## config.mk

```make
export PLATFORM = sky130hd
export DESIGN_NAME = food_spawner_flat
export DESIGN_NICKNAME = d
export VERILOG_FILES = /design/src/rtl/food_pkg.sv /design/src/rtl/food_spawner_if.sv /design/src/rtl/food_lfsr.sv /design/src/rtl/food_spawner.sv /design/src/flat_wrapper.sv
export SDC_FILE = /design/constraint.sdc
export NUM_CORES = 1
export LEC_CHECK = 0
export CAP_MARGIN = 10
export CORE_MARGIN = 1
export CORE_UTILIZATION = 35
export DETAILED_ROUTE_END_ITERATION = 7
export PLACE_DENSITY = 0.56
export RECOVER_POWER = 25
export SYNTH_ARGS = -nofsm -noshare
export SYNTH_HDL_FRONTEND = slang
export SYNTH_SLANG_ARGS = --single-unit
```

## constraint.sdc

```tcl
create_clock -name clk -period 1.45 [get_ports clk]
set_clock_uncertainty 0.2 [all_clocks]
set_input_delay 0.2175 -clock clk [delete_from_list [all_inputs] [get_ports clk]]
set_output_delay 0.2175 -clock clk [all_outputs]
set_load 0.1 [all_outputs]
```

## src/rtl/food_pkg.sv

```systemverilog
// Shared constants, FSM state type and one-hot helper for the food spawner.
package food_pkg;

    localparam int LFSR_W = 16;
    localparam logic [LFSR_W-1:0] LFSR_TAPS = 16'hB400;
    localparam int MAX_COLS = 256;

    typedef enum logic [1:0] {
        IDLE,
        GEN,
        PROBE,
        SCAN
    } state_t;

    // Callers size-cast the result down to their own column count.
    function automatic logic [MAX_COLS-1:0] onehot(input logic [7:0] idx);
        onehot = '0;
        onehot[idx] = 1'b1;
    endfunction

endpackage

```

## src/rtl/food_spawner_if.sv

```systemverilog
// Spawn-request / occupancy-probe / food-position bundle between the game side and the spawner.
interface food_spawner_if #(
    parameter int ROWS = 8,
    parameter int COLS = 8
);
    localparam int ROW_W = $clog2(ROWS);

    logic             req;
    logic             probe_hit;
    logic [ROW_W-1:0] probe_row;
    logic [COLS-1:0]  probe_x;
    logic [ROW_W-1:0] y;
    logic [COLS-1:0]  x;
    logic             valid;
    logic             fail;
    logic             busy;

    modport master (
        output req, probe_hit,
        input  probe_row, probe_x, y, x, valid, fail, busy
    );

    modport slave (
        input  req, probe_hit,
        output probe_row, probe_x, y, x, valid, fail, busy
    );
endinterface

```

## src/rtl/food_lfsr.sv

```systemverilog
// Free-running 16-bit Galois LFSR; exposes only the low OUT_W bits used as a candidate cell.
module food_lfsr
    import food_pkg::*;
#(
    parameter logic [LFSR_W-1:0] SEED  = 16'hACE1,
    parameter int                OUT_W = 6
) (
    input  logic             clk,
    input  logic             reset,
    output logic [OUT_W-1:0] cand
);
    logic [LFSR_W-1:0] state;

    // NOTE: clocked state is assigned with <= so every flop samples pre-edge values.
    always_ff @(posedge clk or posedge reset) begin
        if (reset) state <= SEED;
        else       state <= (state >> 1) ^ (state[0] ? LFSR_TAPS : '0);
    end

    assign cand = state[OUT_W-1:0];
endmodule

```

## src/rtl/food_spawner.sv

```systemverilog
// Food-position generator: random draws with range/occupancy rejection.
// Optional sequential fallback scan when FOOD_SCAN_FALLBACK_EN is defined.
module food_spawner
    import food_pkg::*;
#(
    parameter int                ROWS      = 8,
    parameter int                COLS      = 8,
    parameter logic [LFSR_W-1:0] SEED      = 16'hACE1,
    parameter int                MAX_TRIES = 16,
    parameter int                INIT_ROW  = 3,
    parameter int                INIT_COL  = 6
) (
    input  logic         clk,
    input  logic         reset,
    food_spawner_if.slave bus
);
    localparam int ROW_W = $clog2(ROWS);
    localparam int COL_W = $clog2(COLS);

    state_t           state, state_d;
    logic [ROW_W-1:0] cand_row, cand_row_d;
    logic [COL_W-1:0] cand_col, cand_col_d;
    logic [8:0]       tries, tries_d;
    logic [ROW_W-1:0] y_q, y_d;
    logic [COLS-1:0]  x_q, x_d;
    logic             valid_q, valid_d, fail_q, fail_d, busy_q, busy_d;
    logic             exhaust;
`ifdef FOOD_SCAN_FALLBACK_EN
    logic [ROW_W-1:0] scan_row, scan_row_d;
    logic [COL_W-1:0] scan_col, scan_col_d;
`endif

    logic [ROW_W+COL_W-1:0] lfsr_cand;
    logic [ROW_W-1:0]       lfsr_row;
    logic [COL_W-1:0]       lfsr_col;
    logic                   in_range;

    food_lfsr #(.SEED(SEED), .OUT_W(ROW_W + COL_W)) u_lfsr (
        .clk   (clk),
        .reset (reset),
        .cand  (lfsr_cand)
    );

    assign lfsr_row = lfsr_cand[ROW_W-1:0];
    assign lfsr_col = lfsr_cand[ROW_W+COL_W-1:ROW_W];
    assign in_range = (32'(lfsr_row) < ROWS) && (32'(lfsr_col) < COLS);

    // NOTE: every output of this block gets a default first, so no path leaves a latch.
    always_comb begin
        state_d    = state;
        cand_row_d = cand_row;
        cand_col_d = cand_col;
        tries_d    = tries;
        y_d        = y_q;
        x_d        = x_q;
        valid_d    = 1'b0;
        fail_d     = 1'b0;
        busy_d     = busy_q;
        exhaust    = 1'b0;
`ifdef FOOD_SCAN_FALLBACK_EN
        scan_row_d = scan_row;
        scan_col_d = scan_col;
`endif
        case (state)
            IDLE: if (bus.req) begin
                state_d = GEN;
                tries_d = '0;
                busy_d  = 1'b1;
            end
            GEN: begin
                cand_row_d = lfsr_row;
                cand_col_d = lfsr_col;
                tries_d    = tries + 9'd1;
                if (in_range)                        state_d = PROBE;
                else if (tries_d >= 9'(MAX_TRIES))   exhaust = 1'b1;
            end
            PROBE: begin
                if (!bus.probe_hit) begin
                    y_d     = cand_row;
                    x_d     = COLS'(onehot(8'(cand_col)));
                    valid_d = 1'b1;
                    busy_d  = 1'b0;
                    state_d = IDLE;
                end else if (tries >= 9'(MAX_TRIES)) begin
                    exhaust = 1'b1;
                end else begin
                    state_d = GEN;
                end
            end
`ifdef FOOD_SCAN_FALLBACK_EN
            SCAN: begin
                if (!bus.probe_hit) begin
                    y_d     = scan_row;
                    x_d     = COLS'(onehot(8'(scan_col)));
                    valid_d = 1'b1;
                    busy_d  = 1'b0;
                    state_d = IDLE;
                end else if (32'(scan_row) == ROWS - 1 && 32'(scan_col) == COLS - 1) begin
                    fail_d  = 1'b1;
                    busy_d  = 1'b0;
                    state_d = IDLE;
                end else if (32'(scan_col) == COLS - 1) begin
                    scan_col_d = '0;
                    scan_row_d = scan_row + 1'b1;
                end else begin
                    scan_col_d = scan_col + 1'b1;
                end
            end
`endif
            default: state_d = IDLE;
        endcase

        if (exhaust) begin
`ifdef FOOD_SCAN_FALLBACK_EN
            state_d    = SCAN;
            scan_row_d = '0;
            scan_col_d = '0;
`else
            state_d = IDLE;
            fail_d  = 1'b1;
            busy_d  = 1'b0;
`endif
        end
    end

    always_ff @(posedge clk or posedge reset) begin
        if (reset) begin
            state    <= IDLE;
            cand_row <= '0;
            cand_col <= '0;
            tries    <= '0;
            y_q      <= ROW_W'(INIT_ROW);
            x_q      <= COLS'(onehot(8'(INIT_COL)));
            valid_q  <= 1'b0;
            fail_q   <= 1'b0;
            busy_q   <= 1'b0;
`ifdef FOOD_SCAN_FALLBACK_EN
            scan_row <= '0;
            scan_col <= '0;
`endif
        end else begin
            state    <= state_d;
            cand_row <= cand_row_d;
            cand_col <= cand_col_d;
            tries    <= tries_d;
            y_q      <= y_d;
            x_q      <= x_d;
            valid_q  <= valid_d;
            fail_q   <= fail_d;
            busy_q   <= busy_d;
`ifdef FOOD_SCAN_FALLBACK_EN
            scan_row <= scan_row_d;
            scan_col <= scan_col_d;
`endif
        end
    end

    // The probe is combinational so the body store can answer within the same cycle.
    always_comb begin
        bus.probe_row = '0;
        bus.probe_x   = '0;
        if (state == PROBE) begin
            bus.probe_row = cand_row;
            bus.probe_x   = COLS'(onehot(8'(cand_col)));
        end
`ifdef FOOD_SCAN_FALLBACK_EN
        else if (state == SCAN) begin
            bus.probe_row = scan_row;
            bus.probe_x   = COLS'(onehot(8'(scan_col)));
        end
`endif
    end

    assign bus.y     = y_q;
    assign bus.x     = x_q;
    assign bus.valid = valid_q;
    assign bus.fail  = fail_q;
    assign bus.busy  = busy_q;
endmodule

```

## src/flat_wrapper.sv

```systemverilog
// flat-port wrapper written by rule: the top's interface ports become plain ports
module food_spawner_flat import food_pkg::*;
#(
    parameter int                ROWS      = 8,
    parameter int                COLS      = 8,
    parameter logic [LFSR_W-1:0] SEED      = 16'hACE1,
    parameter int                MAX_TRIES = 16,
    parameter int                INIT_ROW  = 3,
    parameter int                INIT_COL  = 6
)
  (clk, reset, bus_req, bus_probe_hit, bus_probe_row, bus_probe_x, bus_y, bus_x, bus_valid, bus_fail, bus_busy);
  food_spawner_if #(.ROWS(ROWS), .COLS(COLS)) bus_i ();
  input  logic clk;
  input  logic reset;
  input wire logic [$bits(bus_i.req)-1:0] bus_req;
  input wire logic [$bits(bus_i.probe_hit)-1:0] bus_probe_hit;
  output wire logic [$bits(bus_i.probe_row)-1:0] bus_probe_row;
  output wire logic [$bits(bus_i.probe_x)-1:0] bus_probe_x;
  output wire logic [$bits(bus_i.y)-1:0] bus_y;
  output wire logic [$bits(bus_i.x)-1:0] bus_x;
  output wire logic [$bits(bus_i.valid)-1:0] bus_valid;
  output wire logic [$bits(bus_i.fail)-1:0] bus_fail;
  output wire logic [$bits(bus_i.busy)-1:0] bus_busy;
  assign bus_i.req = bus_req;
  assign bus_i.probe_hit = bus_probe_hit;
  assign bus_probe_row = bus_i.probe_row;
  assign bus_probe_x = bus_i.probe_x;
  assign bus_y = bus_i.y;
  assign bus_x = bus_i.x;
  assign bus_valid = bus_i.valid;
  assign bus_fail = bus_i.fail;
  assign bus_busy = bus_i.busy;
  food_spawner #(.ROWS(ROWS), .COLS(COLS), .SEED(SEED), .MAX_TRIES(MAX_TRIES), .INIT_ROW(INIT_ROW), .INIT_COL(INIT_COL)) u_core (.clk(clk), .reset(reset), .bus(bus_i));
endmodule
```

==> reports/metrics.yaml, run 1 <==
floorplanning:
  core_um2: 5140
  die_width_um: 75.3
  start_util_pct: 36.6
  row_count: 26
  io_pins: 29
  die-height_um: 75.3
  die-area_um2: 5670
sta:
  slew_headroom_pct: 58.1
  worst_pin_slew_ps: 628
  fmax_mhz: 550
  fin_crit_sh_pct: 125
  final_max_slew_viol_count: 0
  rsz0062_at_grt: "yes"
  period_minus_slack_ps: 1820
  finalSetupViolations: 39
  tns_ps: -8200
  setup_ws_ps: -369
  hold_viol: 0
synth:
  synthDistinctLibCells: 33
  syn-num-nets: 166
  syn_inst: 160
  synth_area_leader_cell: "dfrtp_1"
  seq_area_frac_synth_pct: 63.3
  yosys.area.top_type_share_pct: 47.9
  syn_avg_cell_area_um2: 11.8
  yosys_warnings: 0
  yosysMostFrequentCell: "dfrtp_1"
  synthTopCellsByArea: "dfrtp_1, dfstp_2, nand2_1"
  async_flop_share_pct: 100
  ys.flop_type: "dfrtp_1"
  yosys-top-cells-count: "dfrtp_1, nand2_1, dfstp_2, inv_1, o21ai_0"
  synth_area_um2: 1880
  synth_edf_count: 0
  synth_seq_cells: 47
detailed_routing:
  antenna_left: 0
  route.vias.total: 1455
  routed_wirelength_um: 4430
  viasPerCell: 4.83
  drt_first_iter_violations: 93
  drc: 0
  dr.pass1.iters: 4
  wl_per_cell_um: 14.7
critical_path:
  worstPathCellList: "nor2b_4 > nand2_4 > nor3_4 > buf_12"
  timing.rr.start: "u_core.state[0]$_DFFE_PP0P_"
  r2r_setup_slack_ps: -270
  critPathMaxFanout: 3
  crit_cells: 4
  reg2reg_depth: 4
  r2r_end: "u_core.bus.x[4]$_DFFE_PP0P_"
  path_delay_family: "simple AND/OR/NAND/NOR gates"
  crit_path_max_incr_delay_ps: 450
  cp-end-kind: "primary output"
  critPathLaunchType: "flop"
  worstPathArrival_ps: 1400
  cp_data_required_time_ps: 1030
  crit_slowest_cell: "dfrtp_2"
  critPathKind: "reg2out"
  crit_buf_inv: 1
clocking:
  htreeDepth: 2
  holdBufCountCts: 0
  cts_inserted_buffers: 5
  clockBufferDepth: 2
  tritoncts: "done"
  path_clk_slew_ps: 80
  clock_latency_ps: 290
  clock-root-buffer: "clkbuf_8"
  cts_sinks: 47
global_route:
  overflow: 0
  grt_pass1_vias: 1459
  grt_pass1_wl_um: 7200
  antenna_found_initial: 0
  track_usage_pct: 17.3
  grt_max_degree: 48
finish:
  drive_gt1_share_pct: 59.7
  stdcell_count: 301
  final_area_um2: 3200
  diodes: 0
  area_growth_pct: 70.2
  utilization_pct: 62.3
  layout.nets: 236
power_and_ir_drop:
  power.leakage_nw: 1.41
  power_density_nw_per_um2: 1270
  ir_worst_vdd_mv: 0.651
min_path:
  min-delay-start: "u_core.u_lfsr.state[6]$_DFF_PP1_"
  holdPathStages: 0
  hold_path.class: "reg2reg"
  holdPathEnd: "u_core.u_lfsr.state[5]$_DFF_PP1_"
place:
  routabilityCongestion: 0.775
  placed_cells: 282
  port_buffers: 28
  dp_hpwl_um: 3060
  postPlaceCellArea_um2: 2870
run:
  maxCapViolations: 0
outcome:
  status: "finished with violations"
  violations: "negative setup slack"
-- final cells by class --
class,count,area [um^2]
repair buffers,69,892
clock buffers,6,72.6
well taps,70,87.6
fillers,407,1940
flip-flops and latches,47,1190
multi-input cells,97,896
inverters,10,41.3
clock inverters,2,16.3
-- cells in the final DEF (no fill, tap or decap), types with 5 or more instances in the layout --
cell type and count:
dfstp_2 11, buf_4 29, mux2_2 5, buf_12 26
inv_1 8, buf_6 9, o21ai_0 6, nand3_1 5
clkbuf_8 5, dfrtp_1 32, a31oi_1 6, nand2_1 12
-- layer usage --
metal	GRT usage, %	up-vias	share of wire [%]
met3	3.97	7	3.4
met4	3.70	0	0.86
li1	-	696	-
met5	0	-	0
met2	29.3	39	53
met1	22.9	713	42
-- repair_timing --
| action | 4_1_cts | 5_1_grt |
|---|---|---|
| setup endpoints to repair | 36 | 42 |
| pin swaps | 3 | 3 |
| cloned | 1 | 0 |
| buffers inserted | 8 | 2 |
| resized for setup | 28 | 10 |
-- worst register-to-register path: stages (launching register included) --
cell	delay (ps)
dfrtp_2	450
buf_4	160
or3b_4	460
buf_6	160
o41ai_2	190
-- state kept, by name (all words and copies together), names as in the netlist --
signal,flops
u_core.bus.x,8
u_core.bus.fail,1
u_core.u_lfsr.state,16
u_core.state,2
u_core.cand_row,3
u_core.tries,9
u_core.bus.busy,1
u_core.bus.valid,1
u_core.bus.y,3
u_core.cand_col,3
-- cells by family (layout without fill, tap and decap cells) --
logic type                 after synthesis  in the layout  share of synthesized area (%)
adders and majority gates                2              2                           1.33
and+or+nand+nor                         50             50                           13.0
DFF                                     47             47                           63.3
buffers and inverters                   16             87                           3.86
muxes                                    8              8                           5.39
xor gates and xnor gates                 3              3                           1.40
AOI/OAI and AO/OA                       34             34                           11.8
-- power by group --
part / internal [mW] / switching (mW) / leakage [nW]
clock: 0.347 / 0.434 / 0.0418
combinational: 0.769 / 0.962 / 0.770
sequential: 1.43 / 0.128 / 0.599
total: 2.55 / 1.52 / 1.41
-- per-stage QoR --
stage	power (mW)	hold WS [ps]	setup slack, ps
after floorplan	2.50	36.6	-650
after global placement	3.04	142	-346
after detailed placement	3.08	136	-400
after CTS	4.03	120	-372
after global routing	4.30	169	-427
final	4.07	160	-369
-- worst max path at each step --
stage	startpoint	end	slack [ps]
after CTS	u_core.state[0]$_DFFE_PP0P_	bus_probe_x[4]	-370
after global routing	u_core.state[0]$_DFFE_PP0P_	bus_probe_x[4]	-430
after global placement	bus_probe_hit	u_core.bus.x[1]$_DFFE_PP0P_	-350
final	u_core.state[0]$_DFFE_PP0P_	bus_probe_x[4]	-370
after detailed placement	bus_probe_hit	u_core.bus.x[3]$_DFFE_PP0P_	-400
after floorplan	u_core.state[0]$_DFFE_PP0P_	bus_probe_x[0]	-650
No activity file was read; power rests on OpenSTA's default activity.
==> inputs of run 2 (changes only) <==
Settings changed: SLEW_MARGIN set to 20.
==> results of run 2 <==
Same layout as run 1: the final DEF is identical, and so are final timing and power.
